===== config.mk =====
export PLATFORM = sky130hd
export DESIGN_NAME = zapper_hit_detect
export DESIGN_NICKNAME = d
export VERILOG_FILES = /design/src/rtl/zapper_pkg.sv /design/src/rtl/zapper_hit_detect_trigger_debounce.sv /design/src/rtl/zapper_hit_detect.sv
export SDC_FILE = /design/constraint.sdc
export NUM_CORES = 1
export LEC_CHECK = 0
export ABC_CLOCK_PERIOD_IN_PS = 4500
export CAP_MARGIN = 20
export CORE_UTILIZATION = 60
export DETAILED_ROUTE_END_ITERATION = 12
export PLACE_DENSITY_LB_ADDON = 0.1
export SLEW_MARGIN = 20
export SYNTH_ARGS = -nofsm -noshare
export SYNTH_HDL_FRONTEND = slang
export SYNTH_HIERARCHICAL = 1
export SYNTH_SLANG_ARGS = --single-unit

===== constraint.sdc =====
create_clock -name clk -period 4.5 [get_ports clk]
set_clock_uncertainty 0.15 [all_clocks]
set_input_delay 0.45 -clock clk [delete_from_list [all_inputs] [get_ports clk]]
set_output_delay 0.45 -clock clk [all_outputs]
set_load 0.03 [all_outputs]

===== src/rtl/zapper_pkg.sv =====
// Shared types and default constants for the light-gun hit detector.
package zapper_pkg;

    // Shot sequencing states, one per generator frame plus bookkeeping.
    typedef enum logic [2:0] {
        IDLE   = 3'd0,
        ARM    = 3'd1,
        DARK   = 3'd2,
        BRIGHT = 3'd3,
        REPORT = 3'd4,
        HOLD   = 3'd5
    } zapper_state_t;

    localparam int ZAP_SYNC_STAGES     = 2;
    localparam int ZAP_DEBOUNCE_CYCLES = 250000;
    localparam int ZAP_CNT_W           = 16;
    localparam int ZAP_DARK_MAX        = 16;
    localparam int ZAP_LIGHT_MIN       = 64;

    // Increment an 8-bit value, sticking at 255.
    function automatic logic [7:0] sat_inc8(input logic [7:0] value);
        return (value == 8'hFF) ? value : value + 8'd1;
    endfunction

endpackage


===== src/rtl/zapper_hit_detect_trigger_debounce.sv =====
// Synchroniser plus level debouncer for the gun trigger. The debounced
// level only follows the synchronised input after it has disagreed for
// DEBOUNCE_CYCLES consecutive cycles; rise pulses for one cycle, aligned
// with the cycle in which the new high level first appears.
module trigger_debounce #(
    parameter int SYNC_STAGES     = 2,
    parameter int DEBOUNCE_CYCLES = 250000
) (
    input  logic clk,
    input  logic rst_n,
    input  logic async_in,
    output logic level,
    output logic rise
);

    localparam int DB_W = (DEBOUNCE_CYCLES > 1) ? $clog2(DEBOUNCE_CYCLES) : 1;
    localparam logic [DB_W-1:0] DB_LAST = DB_W'(DEBOUNCE_CYCLES - 1);

    if (SYNC_STAGES < 2) begin : g_bad_sync
        $error("trigger_debounce: SYNC_STAGES must be at least 2");
    end
    if (DEBOUNCE_CYCLES < 1) begin : g_bad_db
        $error("trigger_debounce: DEBOUNCE_CYCLES must be at least 1");
    end

    logic [SYNC_STAGES-1:0] sync_reg;
    logic                   sync_s;
    logic [DB_W-1:0]        db_cnt_reg;
    logic                   level_reg;
    logic                   rise_reg;

    assign sync_s = sync_reg[SYNC_STAGES-1];
    assign level  = level_reg;
    assign rise   = rise_reg;

    // Shift the asynchronous input through the synchroniser chain.
    always_ff @(posedge clk) begin
        if (!rst_n) begin
            sync_reg <= '0;
        end else begin
            sync_reg <= {sync_reg[SYNC_STAGES-2:0], async_in};
        end
    end

    // Count consecutive disagreeing cycles; any agreement restarts the count.
    always_ff @(posedge clk) begin
        if (!rst_n) begin
            db_cnt_reg <= '0;
            level_reg  <= 1'b0;
            rise_reg   <= 1'b0;
        end else begin
            rise_reg <= 1'b0;
            if (sync_s == level_reg) begin
                db_cnt_reg <= '0;
            end else if (db_cnt_reg == DB_LAST) begin
                db_cnt_reg <= '0;
                level_reg  <= sync_s;
                rise_reg   <= sync_s;
            end else begin
                db_cnt_reg <= db_cnt_reg + 1'b1;
            end
        end
    end

endmodule


===== src/rtl/zapper_hit_detect.sv =====
// Receiving end of the light-gun flash sequence: debounces the trigger,
// requests a flash, follows the generator through its black and white
// frames while integrating the photodiode, then scores the shot.
module zapper_hit_detect
    import zapper_pkg::*;
#(
    parameter int SYNC_STAGES     = ZAP_SYNC_STAGES,
    parameter int DEBOUNCE_CYCLES = ZAP_DEBOUNCE_CYCLES,
    parameter int CNT_W           = ZAP_CNT_W,
    parameter int DARK_MAX        = ZAP_DARK_MAX,
    parameter int LIGHT_MIN       = ZAP_LIGHT_MIN
) (
    input  logic       clk,
    input  logic       rst_n,
    input  logic       trigger,
    input  logic       light,
    input  logic       frame_tick,
    output logic       flash_req,
    output logic       hit,
    output logic       miss,
    output logic [7:0] hit_count
);

    // Thresholds must be representable in the counter width, otherwise the
    // unsigned compares below would silently truncate them.
    if (SYNC_STAGES < 2) begin : g_bad_sync
        $error("zapper_hit_detect: SYNC_STAGES must be at least 2");
    end
    if (CNT_W < 1 || CNT_W > 62) begin : g_bad_cnt_w
        $error("zapper_hit_detect: CNT_W out of range");
    end
    if (DARK_MAX < 0 || 64'(DARK_MAX) >= (64'd1 << CNT_W)) begin : g_bad_dark
        $error("zapper_hit_detect: DARK_MAX must be below 2**CNT_W");
    end
    if (LIGHT_MIN < 0 || 64'(LIGHT_MIN) >= (64'd1 << CNT_W)) begin : g_bad_light
        $error("zapper_hit_detect: LIGHT_MIN must be below 2**CNT_W");
    end

    localparam logic [CNT_W-1:0] DARK_MAX_C  = CNT_W'(DARK_MAX);
    localparam logic [CNT_W-1:0] LIGHT_MIN_C = CNT_W'(LIGHT_MIN);
    localparam logic [CNT_W-1:0] CNT_SAT     = {CNT_W{1'b1}};

    logic                   trigger_db;
    logic                   press;
    logic [SYNC_STAGES-1:0] light_sync_reg;
    logic                   light_s;

    zapper_state_t          state_reg;
    zapper_state_t          state_next;
    logic                   dark_clr;
    logic                   light_clr;
    logic                   shot_pass;
    logic [CNT_W-1:0]       dark_cnt_reg;
    logic [CNT_W-1:0]       light_cnt_reg;
    logic                   flash_req_reg;
    logic [7:0]             hit_count_reg;

    trigger_debounce #(
        .SYNC_STAGES    (SYNC_STAGES),
        .DEBOUNCE_CYCLES(DEBOUNCE_CYCLES)
    ) u_trigger_debounce (
        .clk     (clk),
        .rst_n   (rst_n),
        .async_in(trigger),
        .level   (trigger_db),
        .rise    (press)
    );

    assign light_s   = light_sync_reg[SYNC_STAGES-1];
    assign flash_req = flash_req_reg;
    assign hit_count = hit_count_reg;
    assign shot_pass = (dark_cnt_reg <= DARK_MAX_C) && (light_cnt_reg >= LIGHT_MIN_C);

    // Bring the photodiode comparator into the clock domain.
    always_ff @(posedge clk) begin
        if (!rst_n) begin
            light_sync_reg <= '0;
        end else begin
            light_sync_reg <= {light_sync_reg[SYNC_STAGES-2:0], light};
        end
    end

    // State register plus flash request, registered from the next state so
    // it drops in the same cycle IDLE is entered.
    always_ff @(posedge clk) begin
        if (!rst_n) begin
            state_reg     <= IDLE;
            flash_req_reg <= 1'b0;
        end else begin
            state_reg     <= state_next;
            flash_req_reg <= (state_next != IDLE);
        end
    end

    // Next-state, counter clears and the one-cycle result pulses.
    always_comb begin
        state_next = state_reg;
        dark_clr   = 1'b0;
        light_clr  = 1'b0;
        hit        = 1'b0;
        miss       = 1'b0;
        case (state_reg)
            IDLE: begin
                // A frame_tick coinciding with the press is deliberately
                // not seen: ARM waits for the following boundary.
                if (press) begin
                    state_next = ARM;
                end
            end
            ARM: begin
                if (frame_tick) begin
                    state_next = DARK;
                    dark_clr   = 1'b1;
                end
            end
            DARK: begin
                if (frame_tick) begin
                    state_next = BRIGHT;
                    light_clr  = 1'b1;
                end
            end
            BRIGHT: begin
                if (frame_tick) begin
                    state_next = REPORT;
                end
            end
            REPORT: begin
                hit        = shot_pass;
                miss       = !shot_pass;
                state_next = HOLD;
            end
            HOLD: begin
                if (!trigger_db) begin
                    state_next = IDLE;
                end
            end
            default: begin
                state_next = IDLE;
            end
        endcase
    end

    // Integrate light-high cycles over the black and white frames.
    always_ff @(posedge clk) begin
        if (!rst_n) begin
            dark_cnt_reg  <= '0;
            light_cnt_reg <= '0;
        end else begin
            if (dark_clr) begin
                dark_cnt_reg <= '0;
            end else if (state_reg == DARK && light_s && dark_cnt_reg != CNT_SAT) begin
                dark_cnt_reg <= dark_cnt_reg + 1'b1;
            end
            if (light_clr) begin
                light_cnt_reg <= '0;
            end else if (state_reg == BRIGHT && light_s && light_cnt_reg != CNT_SAT) begin
                light_cnt_reg <= light_cnt_reg + 1'b1;
            end
        end
    end

    // Saturating tally of scored shots.
    always_ff @(posedge clk) begin
        if (!rst_n) begin
            hit_count_reg <= 8'd0;
        end else if (hit) begin
            hit_count_reg <= sat_inc8(hit_count_reg);
        end
    end

endmodule

# [Word level (Yosys, flattened, before mapping)]
# Index checks and enable logic that the tools add are counted.
[totals] register_bits=68 inputBits=5 output_inout_bits=11 elab_cells=55
[op_classes] add_sub_neg=4 order_cmp=2 n_eq_ne=10 n_mux=11 n_bitwise=4 reduce_logical=14
[op_table] cell="16-bit by 1-bit adder with 16-bit output (second input constant)" count=2
[op_table] cell="16-bit != test (second input constant)" count=2
[op_table] cell="18-bit by 1-bit adder with 18-bit output (second input constant)" count=1
[op_table] cell="18-bit equality test (second input constant)" count=1
[op_table] cell="3-bit one-hot mux with 6 select lines" count=1
[op_table] cell="16-bit by 7-bit >= comparator with 1-bit output (second input constant)" count=1
[op_table] cell="16-bit by 5-bit <= comparator with 1-bit output (second input constant)" count=1
[op_table] cell="3-bit two-way mux" count=5
[op_table] cell="8-bit by 1-bit adder with 8-bit output (second input constant)" count=1
[op_table] cell="8-bit equality test (second input constant)" count=1
[op_table] cell="3-bit by 2-bit equality test with 1-bit output (second input constant)" count=2
[op_table] cell="3-bit equality test (second input constant)" count=2
[op_table] cell="3-bit OR reduction" count=2
[op_table] cell="1-bit logical AND" count=5
[op_table] cell="1-bit two-way mux" count=5
[op_table] cell="1-bit inverter" count=4
[op_table] cell="2-bit AND reduction" count=2
[op_table] cell="2-bit OR reduction" count=2
[op_table] cell="3-bit by 1-bit equality test with 1-bit output (second input constant)" count=1
[op_table] cell="3-bit zero test" count=1
[op_table] cell="3-bit nonzero test" count=1
[op_table] cell="1-bit equality test" count=1
[op_table] cell="1-bit zero test" count=1

# [Logic depth before layout (Yosys ltp)]
[logic_depth] word_depth=4 mapped_depth=7 mapped_depth_nobuf=6

# [Cells and area by module]
# Netlist, hierarchy kept.
[modules_own_cells] module="zapper_hit_detect" instances=1 cells_each=308 area_each_um2=2582.5 seq_area_each_um2=920.9
[modules_own_cells] module="trigger_debounce" instances=1 cells_each=107 area_each_um2=973.4 seq_area_each_um2=440.4

# [Least setup slack after synthesis]
# Ideal clock, no wire load.
[synth_path] path_kind="flip-flop to output port" start="register light_cnt_reg[10]" end="output port miss" arrival_time_ns=1.849 t_required_ns=3.900 path_slack_ns=2.051 stages_incl_launch_ff=6 path_buffers=1 path_cell_list="dfxtp_1 -> or4_1 -> nor4_4 -> buf_4 -> nor2_1 -> nor2_1"
[synth_via] elab_chain_cells=4
[synth_rtl] item="start, declared" line="zapper_hit_detect.sv:54" text="logic [CNT_W-1:0] light_cnt_reg;"
[synth_rtl] item="start signal, assigned" line="zapper_hit_detect.sv:157" text="light_cnt_reg <= light_cnt_reg + 1'b1;"
[synth_rtl] item="16-bit by 7-bit >= comparator with 1-bit output" line="zapper_hit_detect.sv:72" text="assign shot_pass = (dark_cnt_reg <= DARK_MAX_C) && (light_cnt_reg >= LIGHT_MIN_C);"
[synth_rtl] item="1-bit logical AND" line="zapper_hit_detect.sv:72"
[synth_rtl] item="1-bit zero test" line="zapper_hit_detect.sv:129" text="miss = !shot_pass;"
[synth_rtl] item="1-bit two-way mux" line="zapper_hit_detect.sv:102" text="case (state_reg)"
[synth_rtl] item="end, declared" line="zapper_hit_detect.sv:20" text="output logic miss,"
# No other way between the ends.

# [Worst setup path after layout]
# Same ends and word-level chain as after synthesis.

==> impl_metrics.yaml <==
run_status:
  status: "complete, no violations"
sta:
  fin_crit_ns: 3.387
  final.setup.tns_ns: 0
  rsz0062_at_grt: "false"
  max_freq_mhz: 295.2
  max_slew_margin: 0.4925
  whs_ns: 0.2935
  setup_slack_ns: 1.113
  setup_violations: 0
  slew_viol_final: 0
  worst_slew_pin_slew_ns: 0.7544
  finalHoldViolations: 0
  finalCritPeriodShare: 0.7527
drt:
  vias: 3152
  wl_per_cell_um: 14.31
  finalWirelength_mm: 7.171
  ant_nets: 0
  avgViaCountPerCell: 6.291
  drc: 0
  drt_iter0_drc: 150
  dr.pass1.iters: 5
flow_run:
  drv_cap: 0
worst_setup_path:
  critical_path_arrival_ns: 2.79
  crit_path_max_fanout: 14
  critPathKind: "register to output pin"
  slowest_delay_ns: 0.67
  cp_num_cells: 5
  end_kind: "output pin"
  critPathBufInv: 1
  reg2regPathDepth: 4
  path_cells: "or4_1 > nor4_4 > nor2_1 > nor2_1 > clkdlybuf4s50_1"
  start_kind: "register"
  crit_family: "simple AND/OR/NAND/NOR gates"
  crit_slowest_cell: "clkdlybuf4s50_1"
  cp_common_cell: "nor2_1"
  worst_ep_required_time_ns: 3.90
yosys:
  synth_cell_types: 50
  synth_edf_count: 0
  yosys_most_used_dff: "dfxtp_1"
  synth_nets: 426
  synth-seq-cells: 68
  yosysSeqAreaShare: 0.3828
  netlist_instances: 415
  synthArstFlopShare: 0
  syn-mean-instance-area_um2: 8.568
  mappedNetlistArea_mm2: 0.003556
  yosys_warnings: 6
finish:
  mostFrequentLayoutCells: "dfxtp_1, a21oi_1, nand2_1, nor2_1, or4_1"
  stdcell_area_mm2: 0.003945
  final_common_cell: "dfxtp_1"
  fill_cells: 444
  drive_gt1_frac: 0.06993
  largest_reg_flops: 18
  utilization: 0.7035
  n_antenna_cell: 0
  multi_input_area_mm2: 0.002036
  fin_nets: 435
  seq_area_mm2: 0.001361
  area_growth_pct: 10.94
clock_tree:
  insertion_delay_ns: 0.35
  hold_buffers: 0
  cts_setup_buffers: 0
  htree_levels: 3
  cts_tree: "yes"
  cts_made_buffers: 9
  cts_resized: 0
  path_clk_slew_ns: 0.07
  ctsLongestPathBuffers: 2
  clock-root-buffer: "clkbuf_8"
  cts_sinks: 68
global_routing:
  grt_max_degree: 24
  grt_pass1_wl_mm: 12.44
  antenna_found_initial: 0
  grt_pass1_vias: 2785
  grt-ovfl-total: 0
  track_usage: 0.2499
pwr:
  p_leak_nw: 1.212
  powerDensity_mw_per_mm2: 302.6
  vdd_drop_max_mv: 0.2756
floorplanning:
  die-area_mm2: 0.006239
  start_util: 0.6341
  coreArea_mm2: 0.005608
  dieHeight_um: 78.99
  rows: 27
  die-width_um: 78.99
  io_pins: 16
placement:
  dp_hpwl_mm: 4.810
  gp_congestion: 0.7969
  port-buffer-count: 15
  place_area_mm2: 0.003714
  dp_slack_ns: 1.381
min_path:
  holdPathStages: 1
  hp-class: "register to register"
[area by class of cell]
cell class	count	area share
multi-input combinational	310	0.5160
sequential	68	0.3451
inverter	18	0.01713
timing repair buffer	17	0.04186
clock inverter	6	0.02220
tap	72	0.02284
clock buffer	10	0.03489
[through the flow]
stage	std cells	power, W
CTS	501	0.001200
detailed placement	485	0.0006373
global route	501	0.001228
global placement	485	0.0006372
finish	501	0.001194
floorplan	415	0.0006301
[synthesized netlist by cell type, types with 5 or more instances]
library cell,n,area (um2)
dfxtp_1,68,1361
a21oi_1,31,155.2
nand2_1,27,101.4
nor2_1,24,90.09
or4_1,23,172.7
nand3_1,22,110.1
o31ai_1,21,157.7
inv_1,18,67.56
xnor2_1,15,131.4
nand4_1,14,87.58
nor4_1,14,87.58
o21ai_0,14,70.07
nor3_1,13,65.06
or3_1,12,75.07
and2_1,8,50.05
clkbuf_1,8,30.03
and4_1,7,61.31
and3_1,6,37.54
buf_2,6,30.03
ha_1,6,75.07
mux2i_1,6,60.06
nand2b_1,5,31.28
nor4b_1,5,43.79
[cells by family after synthesis]
group | after synthesis | share of synthesized area
compound gates | 84 | 0.1495
xor+xnor | 17 | 0.04187
fa+ha+maj | 6 | 0.02111
buf+inv | 37 | 0.04644
flops | 68 | 0.3828
mux | 6 | 0.01689
simple gates | 197 | 0.3413
[metal layers]
metal / vias up / global-route usage / wire (um)
li1: 1589 / - / -
met1: 1490 / 0.3223 / 3377
met2: 58 / 0.4026 / 3409
met3: 15 / 0.03448 / 212
met4: 0 / 0.1364 / 171
met5: - / 0 / 0
[worst paths after layout]
kind	endpoint	slack, ns	startpoint
max	miss	1.11	light_cnt_reg[10]$_SDFFE_PP0P_
min	u_trigger_debounce/sync_reg[1]$_SDFF_PN0_	0.29	u_trigger_debounce/sync_reg[0]$_SDFF_PN0_
max reg2reg	light_cnt_reg[8]$_SDFFE_PP0P_	2.25	state_reg[1]$_SDFF_PN0_
min reg2reg	u_trigger_debounce/sync_reg[1]$_SDFF_PN0_	0.29	u_trigger_debounce/sync_reg[0]$_SDFF_PN0_
[where the power goes]
part | total (W) | internal, W | switching [W]
registers | 0.000605 | 0.000603 | 0.00000137
clock network | 0.000570 | 0.000326 | 0.000244
logic | 0.0000189 | 0.00000641 | 0.0000125
total | 0.00119 | 0.000935 | 0.000258
[worst register-to-register path: stages, from the launching register on]
cell and delay, ns:
dfxtp_1 0.60, nand4b_4 0.24, or3_1 0.54, or4_1 0.50, a21oi_1 0.14
Note: power is estimated with default switching activity, not from simulation.
